--- src/rtl/bus_demo_sequencer_pkg.sv ---
`default_nettype none
// ============================================================================
// Module  : bus_demo_sequencer_pkg
// Brief   : Mode and state encodings shared by the demo bus sequencer.
// Revision: 1.0 - initial release
// ============================================================================
package bus_demo_sequencer_pkg;

  localparam logic [1:0] MODE_READ   = 2'd0;
  localparam logic [1:0] MODE_WRITE  = 2'd1;
  localparam logic [1:0] MODE_VERIFY = 2'd2;

  localparam logic PASS_READ  = 1'b0;
  localparam logic PASS_WRITE = 1'b1;

  typedef enum logic [2:0] {
    S_IDLE     = 3'd0,
    S_REQ      = 3'd1,
    S_WAIT     = 3'd2,
    S_NEXT     = 3'd3,
    S_END_PASS = 3'd4,
    S_FIN      = 3'd5
  } state_t;

  // Mode 3 is reserved and behaves like a plain read sequence.
  function automatic logic first_pass_is_write(input logic [1:0] mode);
    return (mode == MODE_WRITE) || (mode == MODE_VERIFY);
  endfunction

endpackage
`default_nettype wire

--- src/rtl/bus_demo_watchdog.sv ---
`default_nettype none
// ============================================================================
// Module  : bus_demo_watchdog
// Brief   : Loadable down-counter; expired_o flags that the count reached zero.
// Revision: 1.0 - initial release
// ============================================================================
module bus_demo_watchdog #(
  parameter int TIMEOUT = 1024
) (
  input  logic clk,
  input  logic rstn,
  input  logic load_i,
  input  logic en_i,
  output logic expired_o
);

  localparam int CW = $clog2(TIMEOUT + 1);

  logic [CW-1:0] cnt_q, cnt_d;

  // Loaded with TIMEOUT-1 so expiry lands on the TIMEOUT-th enabled cycle.
  always_comb begin
    cnt_d = cnt_q;
    if (load_i) begin
      cnt_d = CW'(TIMEOUT - 1);
    end else if (en_i && (cnt_q != '0)) begin
      cnt_d = cnt_q - CW'(1);
    end
  end

  always_ff @(posedge clk) begin
    if (!rstn) begin
      cnt_q <= '0;
    end else begin
      cnt_q <= cnt_d;
    end
  end

  assign expired_o = (cnt_q == '0);

endmodule
`default_nettype wire

--- src/rtl/bus_demo_sequencer.sv ---
`default_nettype none
// ============================================================================
// Module  : bus_demo_sequencer
// Brief   : Programmable write / read / write-then-verify burst sequencer.
// Revision: 1.0 - initial release
// ============================================================================
module bus_demo_sequencer
  import bus_demo_sequencer_pkg::*;
#(
  parameter int ADDR_WIDTH = 16,
  parameter int DATA_WIDTH = 8,
  parameter int LEN_WIDTH  = 8,
  parameter int TIMEOUT    = 1024
) (
  input  logic                  clk,
  input  logic                  rstn,
  input  logic                  start,
  input  logic [1:0]            mode,
  input  logic [ADDR_WIDTH-1:0] base_addr,
  input  logic [LEN_WIDTH-1:0]  len,
  input  logic [DATA_WIDTH-1:0] seed,
  output logic                  ready,
  output logic                  done,
  output logic                  err,
  output logic [LEN_WIDTH-1:0]  err_count,
  output logic                  m_valid,
  output logic                  m_mode,
  output logic [ADDR_WIDTH-1:0] m_addr,
  output logic [DATA_WIDTH-1:0] m_wdata,
  input  logic                  m_ready,
  input  logic                  m_done,
  input  logic [DATA_WIDTH-1:0] m_rdata
);

  state_t                  state_q, state_d;
  logic [LEN_WIDTH-1:0]    idx_q, idx_d;
  logic [LEN_WIDTH-1:0]    len_q, len_d;
  logic [LEN_WIDTH-1:0]    err_count_q, err_count_d;
  logic [ADDR_WIDTH-1:0]   base_q, base_d;
  logic [DATA_WIDTH-1:0]   seed_q, seed_d;
  logic [1:0]              mode_q, mode_d;
  logic                    pass_q, pass_d;
  logic                    err_q, err_d;
  logic                    ready_q, done_q, m_valid_q, m_mode_q;
  logic [ADDR_WIDTH-1:0]   m_addr_q;
  logic [DATA_WIDTH-1:0]   m_wdata_q;
  logic                    w_wd_load, w_wd_expired;
  logic [DATA_WIDTH-1:0]   w_exp_data;

  assign w_exp_data = seed_q ^ DATA_WIDTH'(idx_q);

  bus_demo_watchdog #(
    .TIMEOUT (TIMEOUT)
  ) u_watchdog (
    .clk       (clk),
    .rstn      (rstn),
    .load_i    (w_wd_load),
    .en_i      (state_q == S_WAIT),
    .expired_o (w_wd_expired)
  );

  always_comb begin
    state_d     = state_q;
    idx_d       = idx_q;
    len_d       = len_q;
    base_d      = base_q;
    seed_d      = seed_q;
    mode_d      = mode_q;
    pass_d      = pass_q;
    err_d       = err_q;
    err_count_d = err_count_q;
    w_wd_load   = 1'b0;
    case (state_q)
      S_IDLE: begin
        if (start) begin
          mode_d      = mode;
          base_d      = base_addr;
          len_d       = len;
          seed_d      = seed;
          idx_d       = '0;
          err_d       = 1'b0;
          err_count_d = '0;
          pass_d      = first_pass_is_write(mode) ? PASS_WRITE : PASS_READ;
          state_d     = (len == '0) ? S_FIN : S_REQ;
        end
      end
      S_REQ: begin
        if (m_valid_q && m_ready) begin
          w_wd_load = 1'b1;
          state_d   = S_WAIT;
        end
      end
      S_WAIT: begin
        // m_done takes priority over a watchdog expiring in the same cycle.
        if (m_done) begin
          if ((pass_q == PASS_READ) && (m_rdata != w_exp_data)) begin
            err_d = 1'b1;
            if (err_count_q != '1) begin
              err_count_d = err_count_q + LEN_WIDTH'(1);
            end
          end
          state_d = S_NEXT;
        end else if (w_wd_expired) begin
          err_d   = 1'b1;
          state_d = S_FIN;
        end
      end
      S_NEXT: begin
        if (idx_q == (len_q - LEN_WIDTH'(1))) begin
          state_d = S_END_PASS;
        end else begin
          idx_d   = idx_q + LEN_WIDTH'(1);
          state_d = S_REQ;
        end
      end
      S_END_PASS: begin
        if ((mode_q == MODE_VERIFY) && (pass_q == PASS_WRITE)) begin
          pass_d  = PASS_READ;
          idx_d   = '0;
          state_d = S_REQ;
        end else begin
          state_d = S_FIN;
        end
      end
      S_FIN:   state_d = S_IDLE;
      default: state_d = S_IDLE;
    endcase
  end

  // Outputs are registered from the next state so they align with state_q.
  always_ff @(posedge clk) begin
    if (!rstn) begin
      state_q     <= S_IDLE;
      idx_q       <= '0;
      len_q       <= '0;
      base_q      <= '0;
      seed_q      <= '0;
      mode_q      <= MODE_READ;
      pass_q      <= PASS_READ;
      err_q       <= 1'b0;
      err_count_q <= '0;
      ready_q     <= 1'b1;
      done_q      <= 1'b0;
      m_valid_q   <= 1'b0;
      m_mode_q    <= 1'b0;
      m_addr_q    <= '0;
      m_wdata_q   <= '0;
    end else begin
      state_q     <= state_d;
      idx_q       <= idx_d;
      len_q       <= len_d;
      base_q      <= base_d;
      seed_q      <= seed_d;
      mode_q      <= mode_d;
      pass_q      <= pass_d;
      err_q       <= err_d;
      err_count_q <= err_count_d;
      ready_q     <= (state_d == S_IDLE);
      done_q      <= (state_d == S_FIN);
      m_valid_q   <= (state_d == S_REQ);
      if (state_d == S_REQ) begin
        m_mode_q  <= pass_d;
        m_addr_q  <= base_d + ADDR_WIDTH'(idx_d);
        m_wdata_q <= seed_d ^ DATA_WIDTH'(idx_d);
      end
    end
  end

  assign ready     = ready_q;
  assign done      = done_q;
  assign err       = err_q;
  assign err_count = err_count_q;
  assign m_valid   = m_valid_q;
  assign m_mode    = m_mode_q;
  assign m_addr    = m_addr_q;
  assign m_wdata   = m_wdata_q;

endmodule
`default_nettype wire

--- config.mk ---
export PLATFORM = sky130hd
export DESIGN_NAME = bus_demo_sequencer
export DESIGN_NICKNAME = d
export VERILOG_FILES = /design/src/rtl/bus_demo_sequencer_pkg.sv /design/src/rtl/bus_demo_watchdog.sv /design/src/rtl/bus_demo_sequencer.sv
export SDC_FILE = /design/constraint.sdc
export NUM_CORES = 1
export LEC_CHECK = 0
export BUFFER_PORTS_ARGS = -buffer_cell sky130_fd_sc_hd__buf_4
export CAP_MARGIN = 10
export CORE_ASPECT_RATIO = 0.5
export CORE_MARGIN = 3
export CORE_UTILIZATION = 58
export CTS_BUF_LIST = sky130_fd_sc_hd__clkbuf_8
export CTS_CLUSTER_DIAMETER = 100
export DETAILED_ROUTE_END_ITERATION = 8
export GPL_ROUTABILITY_DRIVEN = 0
export HOLD_SLACK_MARGIN = 0.15
export PLACE_DENSITY = 0.82
export SLEW_MARGIN = 20
export SYNTH_ARGS = -nofsm -noshare
export SYNTH_HDL_FRONTEND = slang
export SYNTH_SLANG_ARGS = --single-unit
--- constraint.sdc ---
create_clock -name clk -period 5 [get_ports clk]
set_clock_uncertainty 0.05 [all_clocks]
set_input_delay 1 -clock clk [delete_from_list [all_inputs] [get_ports clk]]
set_output_delay 1 -clock clk [all_outputs]
set_load 0.05 [all_outputs]
# Yosys cells after proc, flatten, opt, wreduce, memory -nomap -nowiden
# Cells that the tools add are included.
# classes
magnitude_cmp	0
n_reduce_logical	16
shifts	0
div_mod_pow	0
bitwise_logic	4
eq_ne	18
addsub	5
muxes	34
mul	0
# op_table
op	n
2-to-1 mux 8 bit	9
2-to-1 mux 16 bit	2
one-hot mux 8 bit (3 select lines)	1
2-to-1 mux 3 bit	7
2-to-1 mux 10 bit	2
adder 16 x 8 -> 16 bit	1
adder 8 x 1 -> 8 bit, second input constant	2
one-hot mux 8 bit (2 select lines)	1
bitwise XOR 8 bit	2
one-hot mux 3 bit (5 select lines)	1
logical NOT 11 bit	1
nonzero test 11 bit	1
subtractor 11 x 1 -> 11 bit, second input constant	1
2-to-1 mux 1 bit	9
== test 8 bit	1
logical NOT 8 bit	1
!= test 2 bit, second input constant	4
!= test 8 bit	1
!= test 8 bit, second input constant	1
subtractor 8 x 1 -> 8 bit, second input constant	1
== test 3 x 1 -> 1 bit, second input constant	2
== test 3 x 2 -> 1 bit, second input constant	2
== test 3 bit, second input constant	2
logical NOT 3 bit	2
12 further kinds	20
# totals
inputBits	47
latchBits	0
register_bits	94
mem_bits_ro	0
out_inout_bits	37
ramBits	0
elab_cells	94
mem_count	0

# Longest topological paths before layout
# Gate-level depths: netlist of the first run.
# logic_depth
ltp_word	6
mapped_depth	20
mapped_depth_nobuf	20

# Hierarchy
# A second synthesis of the first run with hierarchy kept.
# hier_totals
cells_unflattened	633
area_unflattened_um2	5227.5
# modules_own_cells
mod	n_inst	seq_area_each_um2	cells_each	area_per_inst_um2
bus_demo_sequencer	1	1661.6	565	4601.9
bus_demo_watchdog	1	220.2	68	625.6

# Worst setup path after synthesis of the first run
# No wires, ideal clock.
# synth_timing
path_kind	register to register
from	reg len_q[0]
to	reg m_addr_q[10], in the netlist m_addr[10]
arrival_ns	4.374
stages_incl_launch_ff	21
path_buffers	0
synth_period_minus_slack_ns	4.552
setup_time_ns	0.128
path_slack_ns	0.448
required_time_ns	4.822
cell_sequence	dfxtp_1 > inv_1 > ha_1 > or3b_1 > or4_4 > a211oi_4 > nand3_4 > o21ai_0 > mux2i_1 > inv_1 > ha_1 > inv_1 > fa_1 > nor2b_1 > o21ai_0 > a21oi_1 > o21ai_0 > a2111oi_0 > xnor2_1 > mux2i_1 > nor2_1
# synth_between
elab_chain_cells	5
word_cells_on_any_way	8
# synth_rtl
item	line_no	rtl
start: declaration	bus_demo_sequencer.sv:37	logic [LEN_WIDTH-1:0] len_q, len_d;
start signal: assignment	bus_demo_sequencer.sv:151	len_q <= len_d;
subtractor 8 x 1 -> 8 bit	bus_demo_sequencer.sv:109	if (idx_q == (len_q - LEN_WIDTH'(1))) begin
== test 8 bit	bus_demo_sequencer.sv:109	
2-to-1 mux 8 bit	bus_demo_sequencer.sv:109	
one-hot mux 8 bit (3 select lines)	bus_demo_sequencer.sv:73	case (state_q)
named net idx_d[0]	bus_demo_sequencer.sv:36	logic [LEN_WIDTH-1:0] idx_q, idx_d;
adder 16 x 8 -> 16 bit	bus_demo_sequencer.sv:163	m_addr_q <= base_d + ADDR_WIDTH'(idx_d);
end signal: assignment	bus_demo_sequencer.sv:163	
end: declaration	bus_demo_sequencer.sv:45	logic [ADDR_WIDTH-1:0] m_addr_q;
# The timed path passes the listed nets, and every way through them passes these cells.
# A chain may end at the register's enable or synchronous reset.

# Worst setup path after layout of the first run
# layout_timing
from	reg len_q[0]
to	reg m_addr_q[9], in the netlist m_addr[9]
# The elaborated chain is that of the path after synthesis.

==> results.md, run 1 <==
- Outcome: complete, no violations
- Hold_buf cts: 0
- Total grt overflow: 0
- RSZ-0062 raised after global routing: no
- Leak: 0.00244 uW
- Die area: 9620 sq um
- Max VDD drop: 0.193 mV
- DRT Wirelength: 11.5 mm
- Setup Total Neg Slack: 0 ns
- First-pass GRT wire length: 18.7 mm
- Switching Fraction: 35.0%
- Largest net degree at the start of global routing: 40
- Crit path DAT: 4.86 ns
- Crit path kind: reg -> reg
- Hold crit path type: reg -> reg
- Worst Setup Start Kind: flip-flop
- Clk_lat worst skew: 0.36 ns
- Fmax: 215 MHz
- ANT nets after route: 0
- Cells after synthesis: 554
- CTS tree: built
- Clk buf depth: 2
- Clock buffer count from CTS: 9
- Area Overhead vs Synth: 18.6%
- Clock transition at the registers of the reported paths: 0.09 ns
- Setup violations, final: 0
- Hold Path Depth: 2
- Final min period: 4.66 ns
- Crit Path Max Fanout: 6
- Comb pwr share: 29.8%
- Slew @ Worst Pin: 0.798 ns
- Relative max-transition margin: 46.3%
- Worst R2R End: m_addr[9]$_SDFFE_PN0P_
- Ant. Diodes: 0
- Critical path required time: 5.20 ns
- Reg2Reg Launch Point: len_q[0]$_SDFFE_PN0P_
- Final period util: 93.2%
- FF-to-FF setup slack: 0.34 ns
- Final Hold Viols: 0
- EDFF count, synth: 0
- Site Rows: 22
- Pre-antenna DRT Iters: 5
- Mapped cell area: 4880 sq um
- Net Count, Synth: 614
- Post-synth top area cell: dfxtp_1
- Syn_area_per_cell: 8.81 sq um
- IO Pins: 84
- Number of global-route vias before repair: 3941
- Clock network power share: 25.1%
- Netlist cell types: 61
- Warnings from Yosys: 0
- Sw Pwr: 664 uW
- TritonCTS Sinks: 94
- Via density: 5.60
- CTS root buf: clkbuf_8
- IO Port Bufs: 83
- Initial DRC Count: 299
- CP endpoint kind: flip-flop
- Nets: 691
- Internal Power: 1230 uW
- Tot Pwr: 1900 uW
- Fraction of registers with async set/reset: 0%
- Seq/Total Area, Yosys: 38.6%
- WHS Endpoint: mode_q[1]$_SDFFE_PN0P_
- Initial antenna violation count: 0
- DRC: 0
- CORE AREA: 7730 sq um
- Pins over their slew limit: 0
- H-Tree Depth: 3
- Resized cells post-CTS: 0
- Pwr Density: 327 nW/um^2
- Synthesized flop and latch total: 94
- Max capacitance violation total: 0
- Sequential share of power: 45.1%
- Wire per inst: 15.5 microns
- Worst-case reg-to-reg path depth: 17
- Post-CTS setup buffers: 0
- Area fraction of the dominant cell type after synthesis: 38.6%
- Die Wd: 136 microns
- Hold_sp: mode_q[1]$_SDFFE_PN0P_
- Total global-route track usage: 24.3%
- Die H: 70.9 microns
- Layout cells sized above 1: 21.4%
- Dpl hpwl: 8.59 mm
- Starting Density: 63.1%
- Top cells by area, synth: dfxtp_1, mux2i_1, xnor2_1
- Via count: 4168
- Post-synth top flop: dfxtp_1
[worst max path at each step]
| stage | start | end | slack, ns | cells past startpoint |
|---|---|---|---|---|
| final | len_q[0]$_SDFFE_PN0P_ | m_addr[9]$_SDFFE_PN0P_ | 0.34 | 17 |
| after global routing | len_q[0]$_SDFFE_PN0P_ | m_addr[12]$_SDFFE_PN0P_ | 0.002 | 20 |
| after CTS | len_q[0]$_SDFFE_PN0P_ | m_addr[10]$_SDFFE_PN0P_ | 0.05 | 20 |
| after detailed placement | len_q[0]$_SDFFE_PN0P_ | m_addr[10]$_SDFFE_PN0P_ | 0.11 | 20 |
| after global placement | len_q[0]$_SDFFE_PN0P_ | m_addr[12]$_SDFFE_PN0P_ | 0.36 | 20 |
| after floorplan | len_q[0]$_SDFFE_PN0P_ | m_addr[10]$_SDFFE_PN0P_ | 0.45 | 20 |
[area by class of cell]
| type | instances | area (sq um) |
|---|---|---|
| clock inverter | 5 | 32.5 |
| tap | 108 | 135 |
| multi-input combinational | 417 | 2840 |
| clock buffer | 11 | 151 |
| inverter | 17 | 63.8 |
| sequential | 94 | 1880 |
| timing repair buffer | 92 | 691 |
| fill | 609 | 1940 |
[synthesized netlist by cell type, drive strengths merged, types with 8 or more instances]
master and count:
xor2 26, a31oi 10, nand3 11, nand2 55
dfxtp 94, xnor2 34, mux2i 34, ha 12
and2 9, nor3 8, a21oi 45, a211oi 12
o21ai 20, buf 8, nor2 69, inv 17
clkbuf 18
[cells by family (layout without fill, tap and decap cells)]
logic type | count (synthesis) | count (layout) | synth area share (%)
xor gates and xnor gates | 60 | 60 | 10.8
AOI/OAI and AO/OA | 115 | 115 | 17.1
and+or+nand+nor | 195 | 195 | 19.1
muxes | 34 | 34 | 6.97
DFF | 94 | 94 | 38.6
buffers and inverters | 43 | 125 | 4.00
adders and majority gates | 13 | 13 | 3.49
[layout by cell type, fill, tap and decap left out, drive strengths merged, types with 3 or more instances in the layout]
| master | Yosys | layout |
|---|---|---|
| nor2b | 7 | 7 |
| nor4 | 6 | 6 |
| or3 | 5 | 5 |
| dfxtp | 94 | 94 |
| ha | 12 | 12 |
| nor3 | 8 | 8 |
| and3 | 4 | 4 |
| or4 | 3 | 3 |
| nand2 | 55 | 55 |
| a211oi | 12 | 12 |
| a2111oi | 3 | 3 |
| inv | 17 | 19 |
| o21ai | 20 | 20 |
| a31oi | 10 | 10 |
| and2 | 9 | 9 |
| nand3b | 4 | 4 |
| nand4 | 5 | 5 |
| mux2i | 34 | 34 |
| nor2 | 69 | 69 |
| clkbuf | 18 | 11 |
| a21o | 5 | 5 |
| xnor2 | 34 | 34 |
| a22oi | 3 | 3 |
| xor2 | 26 | 26 |
| buf | 8 | 92 |
| nand3 | 11 | 11 |
| a21oi | 45 | 45 |
[power by group through the flow]
stage          logic, uW  registers (uW)  clock network [uW]
2_1_floorplan        306             979                   0
3_3_place_gp         549             871                   0
6_report             564             855                 476
5_1_grt              610             863                 507
3_5_place_dp         560             872                   0
4_1_cts              565             855                 479
[critical path, stage by stage, from the launching register on]
cell	delay [ns]
dfxtp_1	0.36
inv_1	0.07
ha_1	0.22
or3b_1	0.39
or4_4	0.51
a211oi_4	0.38
a31oi_2	0.27
a22oi_4	0.33
inv_1	0.08
ha_1	0.30
a21o_1	0.18
a21o_1	0.21
a211oi_1	0.37
o21ai_0	0.24
nor3b_1	0.24
xnor2_1	0.17
mux2i_1	0.15
nor2_1	0.05
[per-layer routing]
metal  part of all wire [%]  up-vias  global-route usage (%)
met2                     43      124                    36.9
met5                      0        -                       0
met3                    6.6       19                    5.97
met4                    1.4        0                    8.27
met1                     49     1950                    34.0
li1                       -     2075                       -
[sequential cells by signal, indices dropped and copies added, names as in the netlist, 2 cells and up]
signal,cells
base_q,16
m_addr,16
u_watchdog.cnt_q,11
err_count,8
idx_q,8
len_q,8
m_wdata,8
seed_q,8
state_q,3
mode_q,2
[per-stage QoR]
stage / util [%] / hold WS (ns) / worst slack [ns] / cells / cell area, sq um
finish: 74.9 / 0.407 / 0.340 / 744 / 5790
floorplan: - / 0.382 / 0.448 / 554 / 4880
detailed placement: 72.3 / 0.394 / 0.114 / 728 / 5590
global route: 74.9 / 0.436 / 0.00240 / 744 / 5790
global placement: 72.3 / 0.389 / 0.356 / 728 / 5590
CTS: 74.7 / 0.406 / 0.0530 / 744 / 5780
(Power assumes the default switching activity.)
==> run 2, diff against run 1 <==
Settings changed: CORE_UTILIZATION 58 to 53, PLACE_DENSITY 0.82 to 0.79.
Clock period 5 ns to 4.1 ns, I/O delays scaled along.
==> run 2 against run 1 <==
  * The flow now finishes with violations (setup timing)
  * Via count increased by 5.7%
  * Non-clock buffer count rose by 35
  * Global-route usage shrank 1.4 points
  * Cell area is 8.1% higher
  * Largest cell class unchanged
  * Sequential power rose by 22%
  * Critical endpoint is now m_addr[10]$_SDFFE_PN0P_
  * Worst setup slack got worse by 0.37 ns
  * Clock power grew 31%
==> results.md, run 2 (synthesis gave the netlist of run 1 again) <==
- Fmax: 242 MHz (+13%)
- Relative max-transition margin: 48.3% (+2.0 points)
- Wire length on met1: 5.91 mm (+5.2%)
- First-pass GRT wire length: 19.3 mm (+3.1%)
- Setup crit start: len_q[1]$_SDFFE_PN0P_
- Layout cells sized above 1: 29.2% (+7.8 points)
- Clk buf depth: 2 (unchanged)
- CP endpoint kind: flip-flop
- Highest metal used: met4
- Hold_buf cts: 0 (unchanged)
- IO Port Bufs: 83 (unchanged)
- Nets: 726 (+5.1%)
- Starting Density: 55.3% (-7.8 points)
- Via density: 5.59 (-0.22%)
- Crit path kind: reg -> reg
- Worst Setup Start Kind: flip-flop
- WL met2: 5.71 mm (+14%)
- Clk_lat worst skew: 0.37 ns (about the same)
- Cell Area, Placed: 5880 sq um (+5.0%)
- Die H: 73.9 microns (+4.2%)
- Outcome: complete, but fails checks
- Clock buffer count from CTS: 9 (unchanged)
- DR WL met3: 614 microns (-20%)
- Failing checks: setup timing
- Initial DRC Count: 290 (-3.0%)
- Crit-path slowest cell: or4_4
- CP cell instances: inv_2, ha_4, or3b_4, or4_4, a211oi_4, buf_6, nand3_4, o21ai_4, mux2i_2, inv_1, ha_2, inv_2, fa_2, nor2b_1, o21ai_2, a21oi_2, o21ai_4, a2111oi_4, xnor2_1, mux2i_1, nor2_1
- Pre-antenna DRT Iters: 5 (unchanged)
- Ant. Diodes: 0 (unchanged)
- CTS tree: built
- Slew @ Worst Pin: 0.769 ns (-0.0296 ns)
- Tot Pwr: 2400 uW (+27%)
- Number of global-route vias before repair: 4008 (+1.7%)
- Switching Fraction: 35.1% (+0.11 points)
- Total grt overflow: 0 (unchanged)
- RSZ-0062 raised after global routing: yes
- Fin worst setup slack: -0.0322 ns (-0.373 ns)
- Max VDD drop: 0.272 mV (+41%)
- Final hold slack: 0.412 ns (+0.00505 ns)
- Final period util: 101% (+7.6 points)
- Most common cell after layout, fill and taps aside: buf_4
- Wire per inst: 15.7 microns (+1.3%)
- Setup violations, final: 3 (+3)
- Max stage delay on crit path: 0.44 ns (-0.07 ns)
- Pwr Density: 383 nW/um^2 (+17%)
- TritonCTS Sinks: 94 (unchanged)
- Max capacitance violation total: 0 (unchanged)
- H-Tree Depth: 3 (unchanged)
- Comb pwr share: 30.5% (+0.7 points)
- Sequential share of power: 43.5% (-1.6 points)
- Site Rows: 24 (+9.1%)
- Internal Power: 1560 uW (+26%)
- Die Wd: 142 microns (+4.4%)
- DRC: 0 (unchanged)
- ANT nets after route: 0 (unchanged)
- Sw Pwr: 842 uW (+27%)
- Reg2Reg Launch Point: len_q[1]$_SDFFE_PN0P_
- Pins over their slew limit: 0 (unchanged)
- Critical path required time: 4.30 ns (-0.90 ns)
- Crit Path Max Fanout: 4 (-2)
- Final Hold Viols: 0 (unchanged)
- Hold crit path type: reg -> reg
- CTS root buf: clkbuf_8
- DRT Wirelength: 12.4 mm (+7.3%)
- Layout Cell Area excl Fill: 6260 sq um (+8.1%)
- Initial antenna violation count: 0 (unchanged)
- Leak: 0.00263 uW (+7.5%)
- Total global-route track usage: 22.9% (-1.4 points)
- CORE AREA: 8830 sq um (+14%)
- Area Overhead vs Synth: 28.2%
- Most frequent cells in the layout: buf_4, dfxtp_1, nor2_1
- IO Pins: 84 (unchanged)
- Clock network power share: 26.0% (+0.9 points)
- Die area: 10500 sq um (+8.8%)
- Clock transition at the registers of the reported paths: 0.10 ns (about the same)
- Crit path DAT: 4.33 ns (-0.53 ns)
- Hold_sp: mode_q[1]$_SDFFE_PN0P_
- Final min period: 4.13 ns (-0.527 ns)
- Dpl hpwl: 8.82 mm (+2.7%)
- Via count: 4405 (+5.7%)
- Largest net degree at the start of global routing: 48 (+20%)
run 2: what timing repair did:
action | in CTS | in global routing
buffers inserted | 2 | 5
gates resized for setup | 10 | 18
pin swaps | 1 | 8
setup endpoints to repair | 6 | 10
run 2: worst paths after layout:
| check | endpoint | slack [ns] | cells after the start |
|---|---|---|---|
| min | mode_q[1]$_SDFFE_PN0P_ | 0.41 | 2 |
| max | m_addr[10]$_SDFFE_PN0P_ | -0.03 | 21 |
| min reg2reg | mode_q[1]$_SDFFE_PN0P_ | 0.41 | 2 |
| max reg2reg | m_addr[10]$_SDFFE_PN0P_ | -0.03 | 21 |
run 2: power groups by stage:
stage	sequential (uW)	combinational (uW)	clock [uW]
after detailed placement	1060	706	0
after global placement	1060	694	0
after CTS	1040	714	629
after floorplan	1190	381	0
final	1040	731	623
after global routing	1050	787	668
run 2: cell type report:
cell class	count	area [sq um]
clock inverters	7	73.8
well taps	117	146
fillers	702	2570
clock buffers	9	124
flip-flops and latches	94	1880
multi-input cells	417	3000
repair buffers	127	965
inverters	17	63.8
run 2: stage by stage:
step / TNS (ns) / utilization (%) / cells / worst slack (ns)
2_1_floorplan: 0 / - / 554 / 0.0344
3_3_place_gp: 0 / 66.6 / 765 / 0.0505
3_5_place_dp: -0.0977 / 66.6 / 765 / -0.0611
4_1_cts: 0 / 69.3 / 783 / 0.00202
5_1_grt: -0.919 / 70.9 / 788 / -0.212
6_report: -0.0618 / 70.9 / 788 / -0.0322
run 2: routing by layer:
metal / up-vias / GRT usage [%]
li1: 2156 / -
met1: 2111 / 31.7
met2: 125 / 37.3
met3: 13 / 4.23
met4: 0 / 5.96
met5: - / 0
run 2: critical path, delay by kind of cell, from the launching register on:
family | cells | cell delay (ns)
AOI/OAI and AO/OA | 6 | 1.14
xor gates and xnor gates | 1 | 0.11
muxes | 2 | 0.27
DFF | 1 | 0.35
buffers and inverters | 4 | 0.34
and+or+nand+nor | 5 | 1.10
adders and majority gates | 3 | 0.63
